===== src/rtl/algo_nrw_fwd_top_wrap.sv =====
// N-port read/write wrapper in front of an N-port memory macro: optional input flops,
// write-write arbitration, same-cycle write forwarding, address filtering, matched return pipe.
module algo_nrw_fwd_top_wrap #(
  parameter int unsigned NUMRWPT    = 2,
  parameter int unsigned WIDTH      = 32,
  parameter int unsigned BITADDR    = 13,
  parameter int unsigned NUMADDR    = 8192,
  parameter int unsigned SRAM_DELAY = 1,
  parameter int unsigned FLOPIN     = 0,
  parameter int unsigned FLOPOUT    = 0
) (
  input  logic                       clk,
  input  logic                       rst,
  input  logic [NUMRWPT-1:0]         rw_read,
  input  logic [NUMRWPT-1:0]         rw_write,
  input  logic [NUMRWPT*BITADDR-1:0] rw_addr,
  input  logic [NUMRWPT*WIDTH-1:0]   rw_din,
  input  logic [NUMRWPT*WIDTH-1:0]   rw_bw,
  output logic [NUMRWPT-1:0]         rw_vld,
  output logic [NUMRWPT*WIDTH-1:0]   rw_dout,
  output logic [NUMRWPT-1:0]         rw_wcol,
  output logic [NUMRWPT-1:0]         rw_aerr,
  output logic [NUMRWPT-1:0]         t1_read,
  output logic [NUMRWPT-1:0]         t1_write,
  output logic [NUMRWPT*BITADDR-1:0] t1_addr,
  output logic [NUMRWPT*WIDTH-1:0]   t1_din,
  output logic [NUMRWPT*WIDTH-1:0]   t1_bw,
  input  logic [NUMRWPT*WIDTH-1:0]   t1_dout
);

  localparam logic [BITADDR:0] ADDR_LIM = (BITADDR+1)'(NUMADDR);

  logic [NUMRWPT-1:0]         w_rd, w_wr;
  logic [NUMRWPT*BITADDR-1:0] w_addr;
  logic [NUMRWPT*WIDTH-1:0]   w_din, w_bw;

  logic [NUMRWPT-1:0]         w_aerr, w_wok, w_rok, w_wcol, w_wwin, w_fwd;
  logic [NUMRWPT*WIDTH-1:0]   w_fdin, w_fbw;

  logic [NUMRWPT-1:0]         w_pv, w_pf;
  logic [NUMRWPT*WIDTH-1:0]   w_pd, w_pb, w_merged;

  if (FLOPIN != 0) begin : g_flopin
    logic [NUMRWPT-1:0]         r_rd, r_wr;
    logic [NUMRWPT*BITADDR-1:0] r_addr;
    logic [NUMRWPT*WIDTH-1:0]   r_din, r_bw;
    always_ff @(posedge clk) begin
      if (rst) begin
        r_rd   <= '0;
        r_wr   <= '0;
        r_addr <= '0;
        r_din  <= '0;
        r_bw   <= '0;
      end else begin
        r_rd   <= rw_read;
        r_wr   <= rw_write;
        r_addr <= rw_addr;
        r_din  <= rw_din;
        r_bw   <= rw_bw;
      end
    end
    assign w_rd   = r_rd;
    assign w_wr   = r_wr;
    assign w_addr = r_addr;
    assign w_din  = r_din;
    assign w_bw   = r_bw;
  end else begin : g_noflopin
    assign w_rd   = rw_read;
    assign w_wr   = rw_write;
    assign w_addr = rw_addr;
    assign w_din  = rw_din;
    assign w_bw   = rw_bw;
  end

  always_comb begin
    w_aerr = '0;
    w_wok  = '0;
    w_rok  = '0;
    w_wcol = '0;
    w_wwin = '0;
    w_fwd  = '0;
    w_fdin = '0;
    w_fbw  = '0;
    for (int unsigned p = 0; p < NUMRWPT; p++) begin
      w_aerr[p] = !rst && (w_rd[p] || w_wr[p]) &&
                  ({1'b0, w_addr[p*BITADDR +: BITADDR]} >= ADDR_LIM);
      w_wok[p]  = !rst && w_wr[p] && !w_aerr[p];
      w_rok[p]  = !rst && w_rd[p] && !w_wr[p] && !w_aerr[p];
    end
    // Any lower-indexed in-range write to the same address beats this one.
    for (int unsigned p = 1; p < NUMRWPT; p++) begin
      for (int unsigned i = 0; i < p; i++) begin
        if (w_wok[i] && w_wok[p] &&
            (w_addr[i*BITADDR +: BITADDR] == w_addr[p*BITADDR +: BITADDR]))
          w_wcol[p] = 1'b1;
      end
    end
    w_wwin = w_wok & ~w_wcol;
    for (int unsigned r = 0; r < NUMRWPT; r++) begin
      for (int unsigned w = 0; w < NUMRWPT; w++) begin
        if ((w != r) && w_rok[r] && w_wwin[w] &&
            (w_addr[r*BITADDR +: BITADDR] == w_addr[w*BITADDR +: BITADDR])) begin
          w_fwd[r]                 = 1'b1;
          w_fdin[r*WIDTH +: WIDTH] = w_din[w*WIDTH +: WIDTH];
          w_fbw[r*WIDTH +: WIDTH]  = w_bw[w*WIDTH +: WIDTH];
        end
      end
    end
  end

  assign t1_read  = w_rok;
  assign t1_write = w_wwin;
  assign rw_aerr  = w_aerr;
  assign rw_wcol  = w_wcol;

  always_comb begin
    t1_addr = '0;
    t1_din  = '0;
    t1_bw   = '0;
    for (int unsigned p = 0; p < NUMRWPT; p++) begin
      if (w_rok[p] || w_wwin[p])
        t1_addr[p*BITADDR +: BITADDR] = w_addr[p*BITADDR +: BITADDR];
      if (w_wwin[p]) begin
        t1_din[p*WIDTH +: WIDTH] = w_din[p*WIDTH +: WIDTH];
        t1_bw[p*WIDTH +: WIDTH]  = w_bw[p*WIDTH +: WIDTH];
      end
    end
  end

  if (SRAM_DELAY == 0) begin : g_nopipe
    assign w_pv = w_rok;
    assign w_pf = w_fwd;
    assign w_pd = w_fdin;
    assign w_pb = w_fbw;
  end else begin : g_pipe
    logic [NUMRWPT-1:0]       r_pv [SRAM_DELAY];
    logic [NUMRWPT-1:0]       r_pf [SRAM_DELAY];
    logic [NUMRWPT*WIDTH-1:0] r_pd [SRAM_DELAY];
    logic [NUMRWPT*WIDTH-1:0] r_pb [SRAM_DELAY];
    always_ff @(posedge clk) begin
      if (rst) begin
        for (int unsigned s = 0; s < SRAM_DELAY; s++) begin
          r_pv[s] <= '0;
          r_pf[s] <= '0;
          r_pd[s] <= '0;
          r_pb[s] <= '0;
        end
      end else begin
        r_pv[0] <= w_rok;
        r_pf[0] <= w_fwd;
        r_pd[0] <= w_fdin;
        r_pb[0] <= w_fbw;
        for (int unsigned s = 1; s < SRAM_DELAY; s++) begin
          r_pv[s] <= r_pv[s-1];
          r_pf[s] <= r_pf[s-1];
          r_pd[s] <= r_pd[s-1];
          r_pb[s] <= r_pb[s-1];
        end
      end
    end
    assign w_pv = r_pv[SRAM_DELAY-1];
    assign w_pf = r_pf[SRAM_DELAY-1];
    assign w_pd = r_pd[SRAM_DELAY-1];
    assign w_pb = r_pb[SRAM_DELAY-1];
  end

  // The macro returns pre-write data, so the forwarded write is merged in here.
  always_comb begin
    w_merged = t1_dout;
    for (int unsigned p = 0; p < NUMRWPT; p++) begin
      if (w_pf[p])
        w_merged[p*WIDTH +: WIDTH] = (t1_dout[p*WIDTH +: WIDTH] & ~w_pb[p*WIDTH +: WIDTH]) |
                                     (w_pd[p*WIDTH +: WIDTH] & w_pb[p*WIDTH +: WIDTH]);
    end
  end

  if (FLOPOUT != 0) begin : g_flopout
    logic [NUMRWPT-1:0]       r_vld;
    logic [NUMRWPT*WIDTH-1:0] r_dout;
    always_ff @(posedge clk) begin
      if (rst) begin
        r_vld  <= '0;
        r_dout <= '0;
      end else begin
        r_vld <= w_pv;
        for (int unsigned p = 0; p < NUMRWPT; p++) begin
          if (w_pv[p])
            r_dout[p*WIDTH +: WIDTH] <= w_merged[p*WIDTH +: WIDTH];
        end
      end
    end
    assign rw_vld  = rst ? '0 : r_vld;
    assign rw_dout = rst ? '0 : r_dout;
  end else begin : g_noflopout
    assign rw_vld  = rst ? '0 : w_pv;
    assign rw_dout = rst ? '0 : w_merged;
  end

endmodule


===== config.mk =====
export PLATFORM = sky130hd
export DESIGN_NAME = algo_nrw_fwd_top_wrap
export DESIGN_NICKNAME = d
export VERILOG_FILES = /design/src/rtl/algo_nrw_fwd_top_wrap.sv
export SDC_FILE = /design/constraint.sdc
export NUM_CORES = 1
export LEC_CHECK = 0
export CAP_MARGIN = 20
export CORE_AREA = 2 2 178 180
export DETAILED_ROUTE_END_ITERATION = 8
export DIE_AREA = 0 0 180 182
export GPL_TIMING_DRIVEN = 0
export PLACE_DENSITY = 0.52
export SETUP_SLACK_MARGIN = 0.1
export SLEW_MARGIN = 20
export SYNTH_ARGS = -nofsm -noshare
export SYNTH_HDL_FRONTEND = slang
export SYNTH_SLANG_ARGS = --single-unit

===== constraint.sdc =====
create_clock -name clk -period 3.7 [get_ports clk]
set_input_delay 0.555 -clock clk [delete_from_list [all_inputs] [get_ports clk]]
set_output_delay 0.555 -clock clk [all_outputs]
set_load 0.05 [all_outputs]

==> Word-level counts from Yosys, hierarchy flattened <==
Memory sizes are Yosys's and may differ from the RTL's.
Index checks and enable logic that the tools add are counted.
{ "totals": {"input_bits": 224, "register_bits": 0, "ramBits": 132, "memories": 4, "word_cells": 65} }
{ "memory_table": {"columns": ["memory", "words", "width", "read_ports", "rd_ports_with_merged_regs", "wr", "line_no", "rtl"], "rows": [
  ["g_pipe.r_pb", 1, 64, 1, 0, 1, "139", "logic [NUMRWPT*WIDTH-1:0] r_pb [SRAM_DELAY];"],
  ["g_pipe.r_pd", 1, 64, 1, 0, 1, "138", "logic [NUMRWPT*WIDTH-1:0] r_pd [SRAM_DELAY];"],
  ["g_pipe.r_pf", 1, 2, 1, 0, 1, "137", "logic [NUMRWPT-1:0] r_pf [SRAM_DELAY];"],
  ["g_pipe.r_pv", 1, 2, 1, 0, 1, "136", "logic [NUMRWPT-1:0] r_pv [SRAM_DELAY];"]
]} }
{ "classes": {"reduce_logical": 21, "bitwise_logic": 10, "n_mux": 28, "eq_ne": 2} }
{ "ops": {"columns": ["op", "count"], "rows": [
  ["$mux W32", 10],
  ["$mux W64", 3],
  ["$and A32 B32 Y32", 4],
  ["$reduce_or A64 Y1", 2],
  ["$not A32 Y32", 2],
  ["$or A32 B32 Y32", 2],
  ["$eq A13 B13 Y1", 2],
  ["$mux W13", 2],
  ["$logic_and A1 B1 Y1", 12],
  ["$mux W1", 10],
  ["$mux W2", 3],
  ["$reduce_or A2 Y1", 2],
  ["$logic_not A1 Y1", 3],
  ["$and A2 B2 Y2", 1],
  ["$logic_or A1 B1 Y1", 2],
  ["$not A2 Y2", 1]
]} }

==> Longest topological paths before layout <==
{ "logic_depth": {"depth_word": 11, "mapped_depth": 7, "ltp_nobuf": 4} }

==> Least setup slack after synthesis <==
OpenSTA, ideal clock, no wires.
{ "synth_timing": {"path_kind": "input port to output port", "startpoint": "input port rst", "endpoint": "output port t1_addr[13]", "arrival_ns": 2.646, "cell_stages": 6, "setup_slack_ns": 0.499, "path_buffers": 2, "path_cell_list": "buf_6 > or3b_1 > buf_2 > inv_2 > nor2_1 > nor3b_1"} }
{ "synth_via": {"elab_cells_between_ends": 12, "cone_classes": "mux: 2; bitwise: 2; reduce/logical: 8"} }
{ "synth_lines": {"columns": ["item", "line_no", "rtl"], "rows": [
  ["from (decl)", "13", "input logic rst,"],
  ["$logic_not A1 Y1", "88", "w_rok[p] = !rst && w_rd[p] && !w_wr[p] && !w_aerr[p];"],
  ["$logic_and A1 B1 Y1 (2 in series)", "88", null],
  ["via t1_read[1]", "23", "output logic [NUMRWPT-1:0] t1_read,"],
  ["$logic_or A1 B1 Y1", "121", "if (w_rok[p] || w_wwin[p])"],
  ["$mux W13", "121", null],
  ["to (decl)", "25", "output logic [NUMRWPT*BITADDR-1:0] t1_addr,"]
]} }
The timed path passes the listed nets, and every way through them passes these cells.

==> Worst setup path in the final report <==
{ "layout_timing": {"startpoint": "input port rw_addr[4]", "endpoint": "output port t1_addr[20]"} }
{ "layout_via": {"elab_chain_cells": 7} }
{ "layout_lines": {"columns": ["item", "line_no", "rtl"], "rows": [
  ["from (decl)", "16", "input logic [NUMRWPT*BITADDR-1:0] rw_addr,"],
  ["$eq A13 B13 Y1", "94", "(w_addr[i*BITADDR +: BITADDR] == w_addr[p*BITADDR +: BITADDR]))"],
  ["$logic_and A1 B1 Y1", "93", "if (w_wok[i] && w_wok[p] &&"],
  ["$mux W1", "93", null],
  ["$not A2 Y2", "98", "w_wwin = w_wok & ~w_wcol;"],
  ["$and A2 B2 Y2", "98", null],
  ["$logic_or A1 B1 Y1", "121", null],
  ["$mux W13", "121", null]
]} }
Every way passes these cells.

==> impl_metrics.py <==
metrics = {
    "synthesis": {
        "synth_largest_area_cell": "dfxtp_1",
        "dominant_combinational_cell_family_by_area_after_synthesis": "simple AND/OR/NAND/NOR gates",
        "ys_ff_latch": 132,
        "syn-instance-count": 919,
        "synth.mux.area_fraction_pct": 0,
        "synth_edf_count": 0,
        "yosys.area_share.adder_pct": 0,
        "synth_compound_area_share_pct": 4.472,
        "synth_warnings": 0,
        "synth_top_flop_cell": "dfxtp_1",
        "synth_top_area_share_pct": 36.90,
        "synth_area_sq_um": 7162,
        "post_synth_and_or_nand_nor_area_fraction_pct": 44.32,
        "yosys.area_share.xor_xnor_pct": 1.590,
        "yosys.cell_types.count": 26,
        "synth_async_sr_flop_share_pct": 0,
        "synth.avg_cell_area_sq_um": 7.793,
        "synth.area.top_cells": "dfxtp_1 37%, nor3_2 15%, and2_1 6.8%",
        "post_synthesis_sequential_area_ratio_pct": 36.90,
    },
    "sta": {
        "clock.fmax_ghz": 0.2877,
        "report.final.hold_viol_count": 0,
        "layout_setup_ws_ns": 0.2237,
        "period_minus_slack_ns": 3.476,
        "timing.final.setup_violations": 0,
        "setup_repair_after_global_routing_missed_its_margin": "false",
        "worst_margin_slew_ns": 0.8586,
        "fin_tns_setup_ns": 0,
        "finalCritPeriodShare_pct": 93.95,
        "slew_violations": 0,
        "worst_slew_margin_rel_pct": 42.76,
        "hold-worst-slack_ns": 0.6929,
    },
    "placement": {
        "dp_hpwl_um": 26510,
        "place_ws_ns": -0.4148,
        "post-place-cells": 1770,
        "gpl.final_weighted_congestion": 0.8553,
        "port_buffers": 447,
    },
    "grt": {
        "grt_max_degree": 17,
        "grt_antenna_before_repair": 0,
        "global_route.usage.total_pct": 19.64,
        "grt_busiest_layer": "met2",
        "groute.layer.met3.usage_pct": 4.112,
        "first_global_vias": 7938,
        "grt.met2_usage_pct": 34.15,
        "met1_resource_use_gr_pct": 24.98,
        "aggregate_global_routing_overflow": 0,
        "wire_length_of_the_first_global_routing_pass_um": 49260,
    },
    "cells_and_area": {
        "fillCellCount": 3186,
        "design.final.nets": 1611,
        "multi_input_comb_area_sq_um": 3652,
        "layout-drive-gt1-share_pct": 13.86,
        "synthToLayoutAreaGrowth_pct": 77.17,
        "diodes": 0,
        "finish.utilization_pct": 40.95,
        "regArea_sq_um": 2643,
        "final_standard_cell_count_with_taps_included_and_fillers_excluded": 1802,
    },
    "worst_setup_path": {
        "timing.critical_path.slowest_stage_cell": "clkdlybuf4s50_1",
        "critPathMaxFanout": 10,
        "crit_type": "input pin to output port",
        "worst_path_max_stage_delay_ns": 0.70,
        "critical_path_buf_inv_count": 3,
        "critical_path.startpoint_type": "input pin",
        "critPathMostFrequentCell": "clkdlybuf4s50_1",
        "critPathArrivalTime_ns": 2.92,
        "setup.worst_path.end_class": "output port",
        "cp.required_ns": 3.14,
        "crit_path_cell_trace": "clkdlybuf4s50_1, xnor2_1, nand4_1, nor4_4, buf_6, nor3b_2, clkdlybuf4s50_1",
        "critical-path-top-delay-family": "buffers and inverters",
    },
    "floorplan": {
        "core_area_sq_um": 30990,
        "floorplan.die.height_um": 182,
        "std_cell_rows": 65,
        "ios": 452,
        "chipWidth_um": 180,
        "area_of_the_die_sq_um": 32760,
        "starting_density_of_the_core_pct": 23.11,
    },
    "power": {
        "power_per_cell_area_nw_per_um2": 337.0,
        "static-leakage-power_nw": 5.910,
        "peakVddDrop_mv": 0.2931,
    },
    "cts": {
        "clock-sinks": 132,
        "cts_post_setup_buffers_inserted": 0,
        "postCtsResizedCells": 121,
        "worst_setup_hold_path_clk_slew_ns": 0.06,
        "holdBufCountCts": 0,
        "clock_tree_root": "clkbuf_16",
        "htreeDepth": 4,
        "number_of_buffers_created_by_cts": 17,
        "largest_buffer_count_on_any_clock_path": 2,
        "clock_tree_from_tritoncts": "done",
    },
    "route": {
        "drt_wl_total_um": 33070,
        "drt_pass1_iterations": 5,
        "routedWlPerCell_um": 18.35,
        "detail_route.vias_per_cell": 4.324,
        "detailroute.via_count": 7792,
        "detail_route.iter0.violations": 226,
        "drt_drc_violations_left": 0,
        "antenna_violating_nets_post_route": 0,
    },
    "hold_path": {
        "timing.hold.worst.class": "input pin to register",
    },
    "flow_run": {
        "max_cap_viols": 0,
    },
    "outcome": {
        "status": "finished clean",
    },
}
## sequential cells by signal (all words and copies together), names as in the netlist
register     count
g_pipe.r_pb     64
g_pipe.r_pv      2
g_pipe.r_pd     64
g_pipe.r_pf      2
## layout by cell type, fill, tap and decap left out, types with 2 or more instances in the layout
cell,n
nand2_1,128
clkbuf_2,14
xnor2_1,11
clkinvlp_4,3
nand4_1,4
and3_1,67
a21oi_1,64
nor2b_1,3
clkdlybuf4s50_1,321
buf_2,4
xnor2_2,2
nand3_1,65
nor2_1,6
buf_1,5
conb_1,3
inv_6,6
and2_1,78
dfxtp_1,132
clkbuf_16,17
dlygate4sd2_1,104
bufinv_16,2
buf_6,8
buf_4,16
and4_1,2
dlymetal6s2s_1,19
clkbuf_1,36
inv_1,130
nor3_1,23
nor3b_2,11
nor3b_1,4
nor3_2,106
## layer usage
layer / routed length [um] / up-vias
met1: 14570 / 3637
met3: 1706 / 22
met4: 423 / 0
met2: 16370 / 252
li1: - / 3881
met5: 0 / -
## cell usage after synthesis (13+ instances only)
master and instances:
and3_1 67, xnor2_1 13, inv_1 130, buf_4 15
nand2_1 128, nor3_1 23, a21oi_1 64, dfxtp_1 132
nor3_2 106, nand3_1 65, clkbuf_1 45, and2_1 78
## worst paths after layout
check,slack [ns],to,cells after the start,startpoint
setup / recovery,0.22,t1_addr[20],7,rw_addr[4]
hold / removal,0.69,g_pipe.r_pb[0][61],3,rw_bw[29]
## final cells by class
class,instances,share of cell area (%)
well taps,402,3.964
multi-input cells,580,28.78
clock buffers,20,3.520
clock inverters,12,1.134
plain buffers,78,3.402
flip-flops and latches,132,20.83
inverters,131,3.875
repair buffers,447,34.49
## through the flow
stage          area (sq um)  power (W)
2_1_floorplan          7169   0.002061
3_5_place_dp          12150   0.002623
4_1_cts               12650   0.004323
5_1_grt               12690   0.004418
6_report              12690   0.004276
3_3_place_gp          12150   0.002626
## logic make-up after synthesis
kind of cell | after synthesis
simple gates | 500
buf+inv | 209
flops | 132
compound gates | 64
xor+xnor | 13
other cells | 1
## power breakdown
group / switching, W / total (W) / internal, W / leakage [nW]
clock: 0.000695 / 0.00172 / 0.00102 / 0.279
combinational: 0.000694 / 0.00113 / 0.000440 / 4.57
sequential: 0.000000160 / 0.00142 / 0.00142 / 1.06
Note: power is estimated with default switching activity, not from simulation.
==> edit 1 (config.mk and constraints unchanged) <==
`BITADDR`: 13 -> 15.
--- a/src/rtl/algo_nrw_fwd_top_wrap.sv
+++ b/src/rtl/algo_nrw_fwd_top_wrap.sv
@@ -5,3 +5,3 @@
   parameter int unsigned WIDTH      = 32,
-  parameter int unsigned BITADDR    = 13,
+  parameter int unsigned BITADDR    = 15,
   parameter int unsigned NUMADDR    = 8192,
Ports: changed (resized rw_addr and t1_addr); port bits go from 452 to 460. No check against the original RTL was run, so the function may have changed too.
==> edit 1 against the original RTL <==
- core utilization decreased by 3.3 points
- design area shrank 8.0%
- worst setup slack got worse by 0.022 ns
- sequential power barely moved
- area after synthesis shrank 12%
- sequential cell count is the same
- critical path depth rose by 2
- power down 10%
- routed wire length increased by 4.0%
- critical endpoint is now t1_addr[27]
- largest cell class unchanged
- largest power group unchanged
==> edit 1: results (changes against the original RTL) <==
- Status: finished clean (unchanged)
- CTS HTree Levels: 4 (unchanged)
- Crit-path max FO: 10 (unchanged)
- CTS clock-pin slew for the worst setup and hold paths: roughly 0.07 ns
- Max stage delay on crit path: 0.55 ns (was 0.70 ns)
- Vias per cell: 4.39 (was 4.32)
- Post-route DRC: 0 (unchanged)
- FFs w/ async S/R, synth: 0% (unchanged)
- Port Buf Inserts: 453 (was 447)
- Crit path max-delay family: buffers and inverters (unchanged)
- Sw Share: 29.9% (was 32.5%)
- Initial antenna violation count: 0 (unchanged)
- Clk root buf: clkbuf_16 (unchanged)
- # fillers: 3327 (was 3186)
- Placed Area: 0.0114 mm2 (was 0.0121 mm2)
- Peak supply drop: 0.000250 V (was 0.000293 V)
- HP Class: in2reg (unchanged)
- Global Route Usage Sum: 20.4% (was 19.6%)
- Slew Limit Fails: 0 (unchanged)
- Routed wire length: 34.4 mm (was 33.1 mm)
- Most area-consuming cells after synthesis: dfxtp_1, nand2_1, nor3_1 (was dfxtp_1, nor3_2, and2_1)
- WHS: 0.704 ns (was 0.693 ns)
- ANT cells: 0 (unchanged)
- Final net count: 1617 (was 1611)
- Leakage Power: 0.00486 uW (was 0.00591 uW)
- Largest regs: g_pipe.r_pb (64), g_pipe.r_pd (64) (unchanged)
- Drt first pass iters: 4 (was 5)
- EDFF count, synth: 0 (unchanged)
- Via count of the first global-routing pass: 7923 (was 7938)
- First-pass GRT wire length: 50.2 mm (was 49.3 mm)
- Register area share after synthesis: 41.9% (was 36.9%)
- CTS Buf Count: 17 (unchanged)
- Hpwl dp: 28.0 mm (was 26.5 mm)
- Synth cell count leaders: nand2_1, dfxtp_1, nor3_1, nor2_1, nand3_1 (was dfxtp_1, inv_1, nand2_1, nor3_2, and2_1)
- Largest net degree at the start of global routing: 20 (was 17)
- Initial DRC count: 357 (was 226)
- Fraction of layout cells with a size suffix above 1: 12.1% (was 13.9%)
- Hold path endpoint: g_pipe.r_pd[0][15]$_SDFF_PP0_ (was g_pipe.r_pb[0][61]$_SDFF_PP0_)
- Worst slew pin tran: 0.756 ns (was 0.859 ns)
- GPL Wtd Cong: 0.822 (was 0.855)
- Critical path arrival: 2.94 ns (was 2.92 ns)
- Critical Path Slowest Stage Cell: dlygate4sd2_1 (was clkdlybuf4s50_1)
- Library cells used by synthesis: 24 (was 26)
- Placement Setup Slack: -1.02 ns (was -0.415 ns)
- Start point of the worst hold path: rw_din[47] (was rw_bw[29])
- Worst-case clock buffer depth: 2 (unchanged)
- Hold path depth: 3 (unchanged)
[edit 1: power by group through the flow]
stage / logic, uW / clock network, uW / registers [uW]
6_report: 801 / 1610 / 1420
4_1_cts: 812 / 1660 / 1420
3_3_place_gp: 818 / 0 / 1450
3_5_place_dp: 817 / 0 / 1450
5_1_grt: 839 / 1730 / 1420
2_1_floorplan: 376 / 0 / 1450
[edit 1: final cells by class]
class | count | area (um2) | share of cell area (%)
Buffer | 81 | 397 | 3.40
Clock buffer | 19 | 453 | 3.88
Clock inverter | 13 | 116 | 0.997
Inverter | 29 | 109 | 0.932
Multi-Input combinational cell | 673 | 3250 | 27.8
Sequential cell | 132 | 2640 | 22.6
Tap cell | 402 | 503 | 4.31
Timing Repair Buffer | 455 | 4200 | 36.0
[edit 1: how the worst max path moves through the flow]
| stage | start | to | slack (ns) | cells after the start |
|---|---|---|---|---|
| floorplan | rw_addr[5] | rw_wcol[1] | 0.31 | 7 |
| global placement | rw_addr[13] | t1_din[59] | -1.06 | 10 |
| detailed placement | rw_addr[14] | t1_din[59] | -1.02 | 10 |
| CTS | rw_addr[13] | t1_din[47] | 0.10 | 10 |
| global route | rw_addr[28] | t1_addr[27] | 0.04 | 9 |
| finish | rw_addr[28] | t1_addr[27] | 0.20 | 9 |
[edit 1: cell families after synthesis]
logic type,after synthesis,share of synthesized area [%]
buffers and inverters,111,7.26
AOI/OAI and AO/OA,80,6.39
other,1,0.0595
xor gates and xnor gates,15,2.08
and+or+nand+nor,573,42.3
DFF,132,41.9
[edit 1: metal layers]
layer	part of all wire, %	up-vias	routed length (um)	track usage [%]
met3	6.0	28	2060	4.87
li1	-	3922	-	-
met5	0	-	0	0
met2	50	287	17300	36.9
met4	1.7	0	573	5.33
met1	42	3684	14500	24.0
[edit 1: timing repair]
item,in CTS,in global routing
hold endpoints to repair,0,0
resized for setup,277,166
setup buffers,2,0
pin swaps,3,0
setup endpoints to repair,146,127
[edit 1: through the flow]
step | TNS [ns] | instances
3_3_place_gp | -93.14 | 1771
2_1_floorplan | 0 | 916
5_1_grt | 0 | 1804
6_report | 0 | 1804
3_5_place_dp | -93.79 | 1771
4_1_cts | 0 | 1804
==> edit 2 (config.mk and constraints unchanged) <==
Without the edit above. Register the outputs `rw_wcol`, `rw_aerr`, `t1_read` and `t1_write`, without a reset; this adds one clock of latency there. The other outputs are not delayed to match.
--- a/src/rtl/algo_nrw_fwd_top_wrap.sv
+++ b/src/rtl/algo_nrw_fwd_top_wrap.sv
@@ -110,6 +110,8 @@
 
-  assign t1_read  = w_rok;
-  assign t1_write = w_wwin;
-  assign rw_aerr  = w_aerr;
-  assign rw_wcol  = w_wcol;
+  always_ff @(posedge clk) begin
+    rw_wcol  <= w_wcol;
+    rw_aerr  <= w_aerr;
+    t1_read  <= w_rok;
+    t1_write <= w_wwin;
+  end
 
Check against the original RTL: not equivalent (a bounded check fails within 4 cycles, from zero or initial values).
==> edit 2 against the original RTL <==
- worst hold slack worse by 0.27 ns
- design area rose by 1.3%
- area after synthesis grew 1.1%
- routed wire length rose by 0.28%
- fmax is 1.1% lower
- power grew 3.7%
- via count increased by 0.46%
- global-route usage grew 0.050 points
- worst setup slack got worse by 0.039 ns
- core utilization increased by 0.54 points
- sequential cell count rose by 5
- first-iteration DRC count up 48%
- critical endpoint is now t1_addr[17]
- largest power group unchanged
==> edit 2: results (changes against the original RTL) <==
- Status: finished clean (unchanged)
- Initial DRC count: 334 (was 226)
- Grt met1 use: 24.5% (was 25.0%)
- Metal1 wirelength: 14.3 mm (was 14.6 mm)
- GRT met3 Usage: 4.15% (was 4.11%)
- Placement Setup Slack: -0.336 ns (was -0.415 ns)
- Drt first pass iters: 5 (unchanged)
- Combinational power share: 25.8% (was 26.5%)
- Placed Area: 0.0122 mm2 (was 0.0121 mm2)
- Final net count: 1616 (was 1611)
- Vias per cell: 4.33 (was 4.32)
- Fraction of layout cells with a size suffix above 1: 13.0% (was 13.9%)
- CTS HTree Levels: 4 (unchanged)
- # fillers: 3232 (was 3186)
- Routed wire length: 33.2 mm (was 33.1 mm)
- Leakage Power: 0.00597 uW (was 0.00591 uW)
- Synth cell count leaders: dfxtp_1, inv_1, nand2_1, nor3_2, and2_1 (unchanged)
- Hold path depth: 2 (was 3)
- Grt total ovfl: 0 (unchanged)
- Resized cells post-CTS: 73 (was 121)
- Start point of the worst hold path: rst (was rw_bw[29])
- Critical Path Sink: t1_addr[17] (was t1_addr[20])
- First-pass GRT wire length: 49.0 mm (was 49.3 mm)
- Post-Synth XOR/XNOR Area: 1.57% (was 1.59%)
- Critical Path Slowest Stage Cell: clkdlybuf4s50_1 (unchanged)
- Max Fclk: 0.284 GHz (was 0.288 GHz)
- Crit path max-delay family: buffers and inverters (unchanged)
- Max stage delay on crit path: 0.85 ns (was 0.70 ns)
- Critical path arrival: 2.96 ns (was 2.92 ns)
- Peak supply drop: 0.000284 V (was 0.000293 V)
- Hpwl dp: 26.7 mm (was 26.5 mm)
- Compound-gate portion of the synthesized area: 4.42% (was 4.47%)
- Sw Share: 32.2% (was 32.5%)
- Initial antenna violation count: 1 (was 0)
- Register area: 0.00274 mm2 (was 0.00264 mm2)
- GPL Wtd Cong: 0.879 (was 0.855)
- Worst slew pin tran: 0.809 ns (was 0.859 ns)
- CP Launch Point: rw_write[1] (was rw_addr[4])
- Hold path endpoint: t1_read[0]$_DFF_P_ (was g_pipe.r_pb[0][61]$_SDFF_PP0_)
- Most area-consuming cells after synthesis: dfxtp_1, nor3_2, and2_1 (unchanged)
- Register area share after synthesis: 37.9% (was 36.9%)
- Met3 WL post-DR: 1.64 mm (was 1.71 mm)
- Via count of the first global-routing pass: 7804 (was 7938)
- Met2 Track Usage GR: 33.9% (was 34.1%)
- Clk. pwr: 1810 uW (was 1720 uW)
- Port Buf Inserts: 447 (unchanged)
- Global Route Usage Sum: 19.7% (was 19.6%)
- Met2 routed WL: 16.5 mm (was 16.4 mm)
==> edit 2: cell count changes after synthesis <==
| cell | before | now |
|---|---|---|
| clkbuf_1 | 45 | 44 |
| nor3_1 | 23 | 27 |
| buf_4 | 15 | 12 |
| buf_2 | 5 | 7 |
| buf_1 | 5 | 6 |
| nor3_2 | 106 | 102 |
| dfxtp_1 | 132 | 137 |
| buf_6 | 8 | 9 |
==> edit 2: stage by stage <==
stage                     std cells  total power (uW)  hold WS, ns
after floorplan                 926              2120        0.630
after global routing           1808              4590        0.423
after CTS                      1807              4490        0.423
after global placement         1775              2680        0.868
final                          1808              4430        0.418
after detailed placement       1775              2680        0.873
==> edit 2: area by class of cell <==
cell class | count | share of cell area [%]
clock buffer | 18 | 3.34
tap | 402 | 3.91
antenna | 1 | 0.0195
timing repair buffer | 447 | 34.7
inverter | 131 | 3.82
sequential | 137 | 21.3
multi-input combinational | 580 | 28.2
buffer | 78 | 3.28
clock inverter | 14 | 1.42
